## src/rtl/reg_bank_sb_pkg.sv

```systemverilog
// Shared constants for the register bank with issue scoreboard.
package reg_bank_sb_pkg;
    localparam int DATA_W_DEF = 32;
    localparam int ADDR_W_DEF = 5;
    localparam int ZERO_ADDR  = 0;
endpackage

```

## src/rtl/reg_bank_sb_if.sv

```systemverilog
// Read/write/issue bus between a pipeline front end (master) and the register bank (slave).
interface reg_bank_sb_if #(
    parameter int DATA_W = 32,
    parameter int ADDR_W = 5
);
    logic              RegEn;
    logic [ADDR_W-1:0] WriteRegister;
    logic [DATA_W-1:0] WriteData;
    logic [ADDR_W-1:0] RR1;
    logic [ADDR_W-1:0] RR2;
    logic [DATA_W-1:0] RD1;
    logic [DATA_W-1:0] RD2;
    logic              IssueValid;
    logic [ADDR_W-1:0] IssueRd;
    logic              Hazard;
    logic              IssueAccept;
    logic [ADDR_W:0]   PendingCnt;

    modport master (
        output RegEn, WriteRegister, WriteData, RR1, RR2, IssueValid, IssueRd,
        input  RD1, RD2, Hazard, IssueAccept, PendingCnt
    );
    modport slave (
        input  RegEn, WriteRegister, WriteData, RR1, RR2, IssueValid, IssueRd,
        output RD1, RD2, Hazard, IssueAccept, PendingCnt
    );
endinterface

```

## src/rtl/reg_bank_sb_scoreboard.sv

```systemverilog
// Pending-write bits per register, hazard detection and reservation count.
module reg_scoreboard
    import reg_bank_sb_pkg::*;
#(
    parameter int ADDR_W   = ADDR_W_DEF,
    parameter int ZERO_REG = 1,
    parameter int BYPASS   = 1
) (
    input  logic              clk,
    input  logic              rst_n,
    input  logic              wr_en_i,
    input  logic [ADDR_W-1:0] wr_addr_i,
    input  logic [ADDR_W-1:0] rr1_i,
    input  logic [ADDR_W-1:0] rr2_i,
    input  logic              iss_valid_i,
    input  logic [ADDR_W-1:0] iss_rd_i,
    output logic              hazard_o,
    output logic              accept_o,
    output logic [ADDR_W:0]   cnt_o
);
    localparam int DEPTH = 1 << ADDR_W;

    logic [DEPTH-1:0] pend_q, pend_d;
    logic [DEPTH-1:0] clr_mask, set_mask, eff_pend;
    logic [ADDR_W:0]  cnt_q, cnt_d;
    logic             up, down;

    always_comb begin
        clr_mask = '0;
        set_mask = '0;
        if (wr_en_i) clr_mask[wr_addr_i] = 1'b1;
        // A write landing this cycle already satisfies its consumer when data is forwarded.
        eff_pend = (BYPASS != 0) ? (pend_q & ~clr_mask) : pend_q;
        hazard_o = eff_pend[rr1_i] | eff_pend[rr2_i] | (iss_valid_i & eff_pend[iss_rd_i]);
        accept_o = iss_valid_i & ~hazard_o;
        if (accept_o && !(ZERO_REG != 0 && iss_rd_i == ADDR_W'(ZERO_ADDR)))
            set_mask[iss_rd_i] = 1'b1;
        pend_d = (pend_q & ~clr_mask) | set_mask;
        // At most one bit rises and one falls per cycle, so the count moves by -1..+1.
        up    = |(set_mask & ~pend_q);
        down  = |(clr_mask & pend_q & ~set_mask);
        cnt_d = cnt_q + (ADDR_W+1)'(up) - (ADDR_W+1)'(down);
    end

    always_ff @(posedge clk or negedge rst_n) begin
        if (!rst_n) begin
            pend_q <= '0;
            cnt_q  <= '0;
        end else begin
            pend_q <= pend_d;
            cnt_q  <= cnt_d;
        end
    end

    assign cnt_o = cnt_q;
endmodule

```

## src/rtl/reg_bank_sb.sv

```systemverilog
// Two-read, one-write register bank with write forwarding and an issue scoreboard.
module reg_bank_sb
    import reg_bank_sb_pkg::*;
#(
    parameter int DATA_W   = DATA_W_DEF,
    parameter int ADDR_W   = ADDR_W_DEF,
    parameter int ZERO_REG = 1,
    parameter int BYPASS   = 1
) (
    input logic         clk,
    input logic         rst_n,
    reg_bank_sb_if.slave bus
);
    localparam int DEPTH = 1 << ADDR_W;

    logic [DEPTH-1:0][DATA_W-1:0] banco_q;
    logic [1:0][ADDR_W-1:0]       rr;
    logic [1:0][DATA_W-1:0]       rd;
    logic                         wr_ok;

    assign wr_ok = bus.RegEn && !(ZERO_REG != 0 && bus.WriteRegister == ADDR_W'(ZERO_ADDR));

    always_ff @(posedge clk or negedge rst_n) begin
        if (!rst_n)     banco_q <= '0;
        else if (wr_ok) banco_q[bus.WriteRegister] <= bus.WriteData;
    end

    assign rr = {bus.RR2, bus.RR1};

    always_comb begin
        rd = '0;
        for (int p = 0; p < 2; p++) begin
            if (ZERO_REG != 0 && rr[p] == ADDR_W'(ZERO_ADDR))
                rd[p] = '0;
            else if (BYPASS != 0 && wr_ok && bus.WriteRegister == rr[p])
                rd[p] = bus.WriteData;
            else
                rd[p] = banco_q[rr[p]];
        end
    end

    assign bus.RD1 = rd[0];
    assign bus.RD2 = rd[1];

    reg_scoreboard #(
        .ADDR_W  (ADDR_W),
        .ZERO_REG(ZERO_REG),
        .BYPASS  (BYPASS)
    ) u_sb (
        .clk        (clk),
        .rst_n      (rst_n),
        .wr_en_i    (bus.RegEn),
        .wr_addr_i  (bus.WriteRegister),
        .rr1_i      (bus.RR1),
        .rr2_i      (bus.RR2),
        .iss_valid_i(bus.IssueValid),
        .iss_rd_i   (bus.IssueRd),
        .hazard_o   (bus.Hazard),
        .accept_o   (bus.IssueAccept),
        .cnt_o      (bus.PendingCnt)
    );
endmodule

```

## src/flat_wrapper.sv

```systemverilog
// flat-port wrapper written by rule: the top's interface ports become plain ports
module reg_bank_sb_flat import reg_bank_sb_pkg::*;
#(
    parameter int DATA_W   = DATA_W_DEF,
    parameter int ADDR_W   = ADDR_W_DEF,
    parameter int ZERO_REG = 1,
    parameter int BYPASS   = 1
)
  (clk, rst_n, bus_RegEn, bus_WriteRegister, bus_WriteData, bus_RR1, bus_RR2, bus_IssueValid, bus_IssueRd, bus_RD1, bus_RD2, bus_Hazard, bus_IssueAccept, bus_PendingCnt);
  reg_bank_sb_if #(.DATA_W(DATA_W), .ADDR_W(ADDR_W)) bus_i ();
  input logic clk;
  input logic rst_n;
  input wire logic [$bits(bus_i.RegEn)-1:0] bus_RegEn;
  input wire logic [$bits(bus_i.WriteRegister)-1:0] bus_WriteRegister;
  input wire logic [$bits(bus_i.WriteData)-1:0] bus_WriteData;
  input wire logic [$bits(bus_i.RR1)-1:0] bus_RR1;
  input wire logic [$bits(bus_i.RR2)-1:0] bus_RR2;
  input wire logic [$bits(bus_i.IssueValid)-1:0] bus_IssueValid;
  input wire logic [$bits(bus_i.IssueRd)-1:0] bus_IssueRd;
  output wire logic [$bits(bus_i.RD1)-1:0] bus_RD1;
  output wire logic [$bits(bus_i.RD2)-1:0] bus_RD2;
  output wire logic [$bits(bus_i.Hazard)-1:0] bus_Hazard;
  output wire logic [$bits(bus_i.IssueAccept)-1:0] bus_IssueAccept;
  output wire logic [$bits(bus_i.PendingCnt)-1:0] bus_PendingCnt;
  assign bus_i.RegEn = bus_RegEn;
  assign bus_i.WriteRegister = bus_WriteRegister;
  assign bus_i.WriteData = bus_WriteData;
  assign bus_i.RR1 = bus_RR1;
  assign bus_i.RR2 = bus_RR2;
  assign bus_i.IssueValid = bus_IssueValid;
  assign bus_i.IssueRd = bus_IssueRd;
  assign bus_RD1 = bus_i.RD1;
  assign bus_RD2 = bus_i.RD2;
  assign bus_Hazard = bus_i.Hazard;
  assign bus_IssueAccept = bus_i.IssueAccept;
  assign bus_PendingCnt = bus_i.PendingCnt;
  reg_bank_sb #(.DATA_W(DATA_W), .ADDR_W(ADDR_W), .ZERO_REG(ZERO_REG), .BYPASS(BYPASS)) u_core (.clk(clk), .rst_n(rst_n), .bus(bus_i));
endmodule
```

## config.mk

```make
export PLATFORM = sky130hd
export DESIGN_NAME = reg_bank_sb_flat
export DESIGN_NICKNAME = d
export VERILOG_FILES = /design/src/rtl/reg_bank_sb_pkg.sv /design/src/rtl/reg_bank_sb_if.sv /design/src/rtl/reg_bank_sb_scoreboard.sv /design/src/rtl/reg_bank_sb.sv /design/src/flat_wrapper.sv
export SDC_FILE = /design/constraint.sdc
export NUM_CORES = 2
export LEC_CHECK = 0
export BUFFER_PORTS_ARGS = -buffer_cell sky130_fd_sc_hd__buf_2
export CORE_MARGIN = 8
export CORE_UTILIZATION = 40
export DETAILED_ROUTE_END_ITERATION = 8
export SLEW_MARGIN = 20
export SYNTH_ARGS = -nofsm -noshare
export SYNTH_HDL_FRONTEND = slang
export SYNTH_SLANG_ARGS = --single-unit
```

## constraint.sdc

```tcl
create_clock -name clk -period 6.7 [get_ports clk]
set_input_delay 0 -clock clk [delete_from_list [all_inputs] [get_ports clk]]
set_output_delay 0 -clock clk [all_outputs]
set_load 0.02 [all_outputs]
```

==> flow_metrics.env <==
export IMPL_dieHeight_um=398
export IMPL_power_density_nw_per_um2=302
export IMPL_worst_hold_path_type="primary input to register"
export IMPL_ys_ff_latch=1062
export IMPL_via_per_inst=6.35
export IMPL_cp_top_family="buffers and inverters"
export IMPL_nets=4104
export IMPL_synth_ff_type="dfrtp_1"
export IMPL_h_tree_depth=3
export IMPL_worst_setup_hold_path_clk_slew_ns=0.06
export IMPL_wl_met2_mm=92.9
export IMPL_synth_area_leaders="dfrtp_1 (46%), mux4_2 (21%), mux2_2 (19%), mux2i_1 (3.0%), clkbuf_1 (2.3%)"
export IMPL_r2r_start="u_core.u_sb.pend_q[20]$_DFF_PN0_"
export IMPL_highest_layer="met5"
export IMPL_clock_path_buffers=3
export IMPL_syn_nets=4188
export IMPL_p_sw_mw=5.59
export IMPL_cts_tree="done"
export IMPL_dp_cells=5793
export IMPL_wl_met1_mm=81.3
export IMPL_finalHoldViolCount=0
export IMPL_tightest_slew_ns=1.19
export IMPL_via_count=38451
export IMPL_cts_setup_buffers=0
export IMPL_io_buffers=127
export IMPL_synth_area_per_cell_um2=14.2
export IMPL_endpoint="u_core.u_sb.cnt_o[4]$_DFF_PN0_"
export IMPL_antenna_found_initial=2
export IMPL_nFillCells=12930
export IMPL_initial_core_util_pct=40.2
export IMPL_synth_top_cell_area_share_pct=45.5
export IMPL_skew_ns=0.0147
export IMPL_critPathKind="primary input to register"
export IMPL_crit_path_frequent_cell="inv_1"
export IMPL_p_total_mw=19.7
export IMPL_switching_share_pct=28.4
export IMPL_multi_input_area_um2=30200
export IMPL_synth_cell_types=66
export IMPL_crit_start="bus_RegEn"
export IMPL_final_max_slew_viol_count=0
export IMPL_maxCapViolCount=0
export IMPL_p_int_mw=14.1
export IMPL_synth_top_family_by_area="multiplexers"
export IMPL_drc=0
export IMPL_drt_pass1_iterations=6
export IMPL_final_antenna_net_count=0
export IMPL_synth_edf_count=0
export IMPL_clock_sinks=1062
export IMPL_tns_ns=0
export IMPL_cpPeakStageDelay_ns=0.69
export IMPL_cp_num_cells=23
export IMPL_netlist_instances=4125
export IMPL_synth_xor_area_share_pct=0.225
export IMPL_finalWorstPathRequiredPeriod_ns=5.40
export IMPL_fmax_mhz=185
export IMPL_core_area_um2=145000
export IMPL_p_clk_share_pct=34.4
export IMPL_syn_area_um2=58400
export IMPL_ir_worst_vdd_mv=0.243
export IMPL_required_ns=7.32
export IMPL_p_leak_nw=27.5
export IMPL_synthAdderAreaFrac_pct=0.163
export IMPL_die_w_um=398
export IMPL_r2r_end="u_core.u_sb.cnt_o[4]$_DFF_PN0_"
export IMPL_p_comb_share_pct=22.0
export IMPL_cp_max_fo=32
export IMPL_area_delta_synth_final_pct=11.8
export IMPL_rsz0062_at_grt="false"
export IMPL_clkLatencyLatePin_ns=0.75
export IMPL_layout_commonest_cell="dfrtp_1"
export IMPL_wl_met3_mm=11.7
export IMPL_r2r_cells=19
export IMPL_post_drt_wl_per_cell_um=31.7
export IMPL_drive_above_1_share_pct=48.2
export IMPL_yosysSeqAreaShare_pct=45.5
export IMPL_grt_overflow=0
export IMPL_cts_made_buffers=119
export IMPL_regArea_um2=26600
export IMPL_synth_compound_area_share_pct=4.91
export IMPL_grt_max_degree=162
export IMPL_arrival_ns=6.02
export IMPL_hpwlAfterDp_mm=100
export IMPL_gp_congestion=0.909
export IMPL_root_buffer="clkbuf_16"
export IMPL_dieArea_um2=158000
export IMPL_synthMuxAreaShare_pct=42.6
export IMPL_crit_path_cell_trace="dlygate4sd3_1 -> buf_2 -> nand4b_4 -> dlygate4sd3_1 -> o21ai_1 -> or4b_2 -> nand3_1 -> nor3_1 -> a2111oi_4 -> buf_4 -> nand4_1 -> o211ai_1 -> and4_1 -> nand4_1 -> ha_1 -> inv_1 -> ha_1 -> inv_1 -> fa_1 -> inv_1 -> a21o_1 -> a21oi_1 -> xnor2_1"
export IMPL_ios=128
export IMPL_run_status="complete, no violations"
export IMPL_fin_crit_sh_pct=80.6
export IMPL_yosysWarnings=0
export IMPL_slowest_stage="dlygate4sd3_1"
export IMPL_num_rows=140
export IMPL_setup_viol=0
export IMPL_synthSimpleGateAreaFrac_pct=3.35
export IMPL_final_cell_mix="dfrtp_1 (1062), mux2_2 (991), mux4_2 (532)"
export IMPL_cp_buffers_inverters=7
export IMPL_async_flop_share_pct=100
export IMPL_yosysTopAreaCell="dfrtp_1"
export IMPL_cp_start_kind="primary input"
export IMPL_fin_util_pct=44.9
export IMPL_first_iter_violations=3849
export IMPL_slew_headroom_pct=20.7
export IMPL_n_antenna_cell=0
export IMPL_grtUsageTotal_pct=24.0
export IMPL_pwr_share_seq_pct=43.6
export IMPL_wirelength_mm=192
export IMPL_layout_cells_non_filler=6059
export IMPL_worst_r2r_setup_slack_ns=1.89
export IMPL_grt_pass1_vias=39399
export IMPL_end_kind="register"
export IMPL_grt_first_pass_wirelength_mm=284
-- registers in the layout, indices dropped and copies added (netlist names) --
| register | count |
|---|---|
| u_core.banco_q | 1024 |
| u_core.u_sb.pend_q | 32 |
| u_core.u_sb.cnt_o | 6 |
-- how the worst min path moves through the flow --
stage	to	cells after the start	from	slack, ns
after floorplan	u_core.banco_q[0]$_DFFE_PN0P_	0	rst_n	-0.30
after global placement	u_core.u_sb.pend_q[20]$_DFF_PN0_	1	rst_n	0.15
after detailed placement	u_core.u_sb.pend_q[20]$_DFF_PN0_	1	rst_n	0.14
after CTS	u_core.u_sb.pend_q[31]$_DFF_PN0_	5	bus_WriteRegister[3]	0.005
after global routing	u_core.u_sb.pend_q[7]$_DFF_PN0_	4	bus_IssueRd[1]	0.07
final	u_core.u_sb.pend_q[31]$_DFF_PN0_	5	bus_WriteRegister[3]	0.06
-- cell type report --
cell class | count | share of cell area, %
Sequential cell | 1062 | 40.7
Multi-Input combinational cell | 2582 | 46.3
Tap cell | 1917 | 3.67
Inverter | 14 | 0.0882
Timing Repair Buffer | 262 | 2.97
Clock buffer | 182 | 5.60
Clock inverter | 40 | 0.635
-- stage by stage --
step | area [µm²] | setup WS [ns] | hold slack [ns]
after CTS | 65300 | 1.49 | 0.00541
final | 65300 | 1.30 | 0.0587
after detailed placement | 60700 | 1.25 | 0.143
after floorplan | 58400 | 2.62 | -0.296
after global placement | 60700 | 1.26 | 0.148
after global routing | 65300 | 1.15 | 0.0685
-- tightest hold or removal path, stage by stage --
cell and delay, ns:
buf_2 0.16, nand4_1 0.09, buf_4 0.23, o21ai_0 0.14, o21ai_0 0.12
-- cell usage after synthesis (9+ instances only) --
library cell	number
nand4_1	17
nand3_1	14
a211oi_1	65
inv_1	13
nor3_1	9
and2_1	18
o22ai_1	16
a221oi_1	32
nor2_1	153
mux2i_1	176
a22oi_1	31
o211ai_1	58
nor2b_1	9
o21ai_0	87
a31oi_1	22
mux4_2	532
a21oi_1	73
buf_1	60
xnor2_1	12
mux2_2	991
clkbuf_1	363
buf_2	40
nand2_1	162
dfrtp_1	1062
-- routing by layer --
metal,track usage (%),vias to the layer above
met3,4.00,358
met1,33.1,20960
met5,0,-
met4,6.94,2
li1,-,15701
met2,39.4,1430
-- power by group through the flow --
stage,Clock [mW],Sequential (mW),Combinational (mW)
floorplan,0,8.36,3.29
global placement,0,8.59,4.26
detailed placement,0,8.65,4.32
CTS,6.91,8.54,4.36
global route,7.15,8.74,4.65
finish,6.78,8.58,4.33
-- what timing repair did --
action,CTS,global route
endpoints found under the hold margin,1114,0
gates resized for setup,0,0
hold buffers,44,0
-- kinds of logic after synthesis --
group / Yosys count
muxes: 1699
buffers and inverters: 481
AOI/OAI and AO/OA: 430
adders and majority gates: 7
and+or+nand+nor: 431
DFF: 1062
xor gates and xnor gates: 15
(Power assumes the default switching activity.)
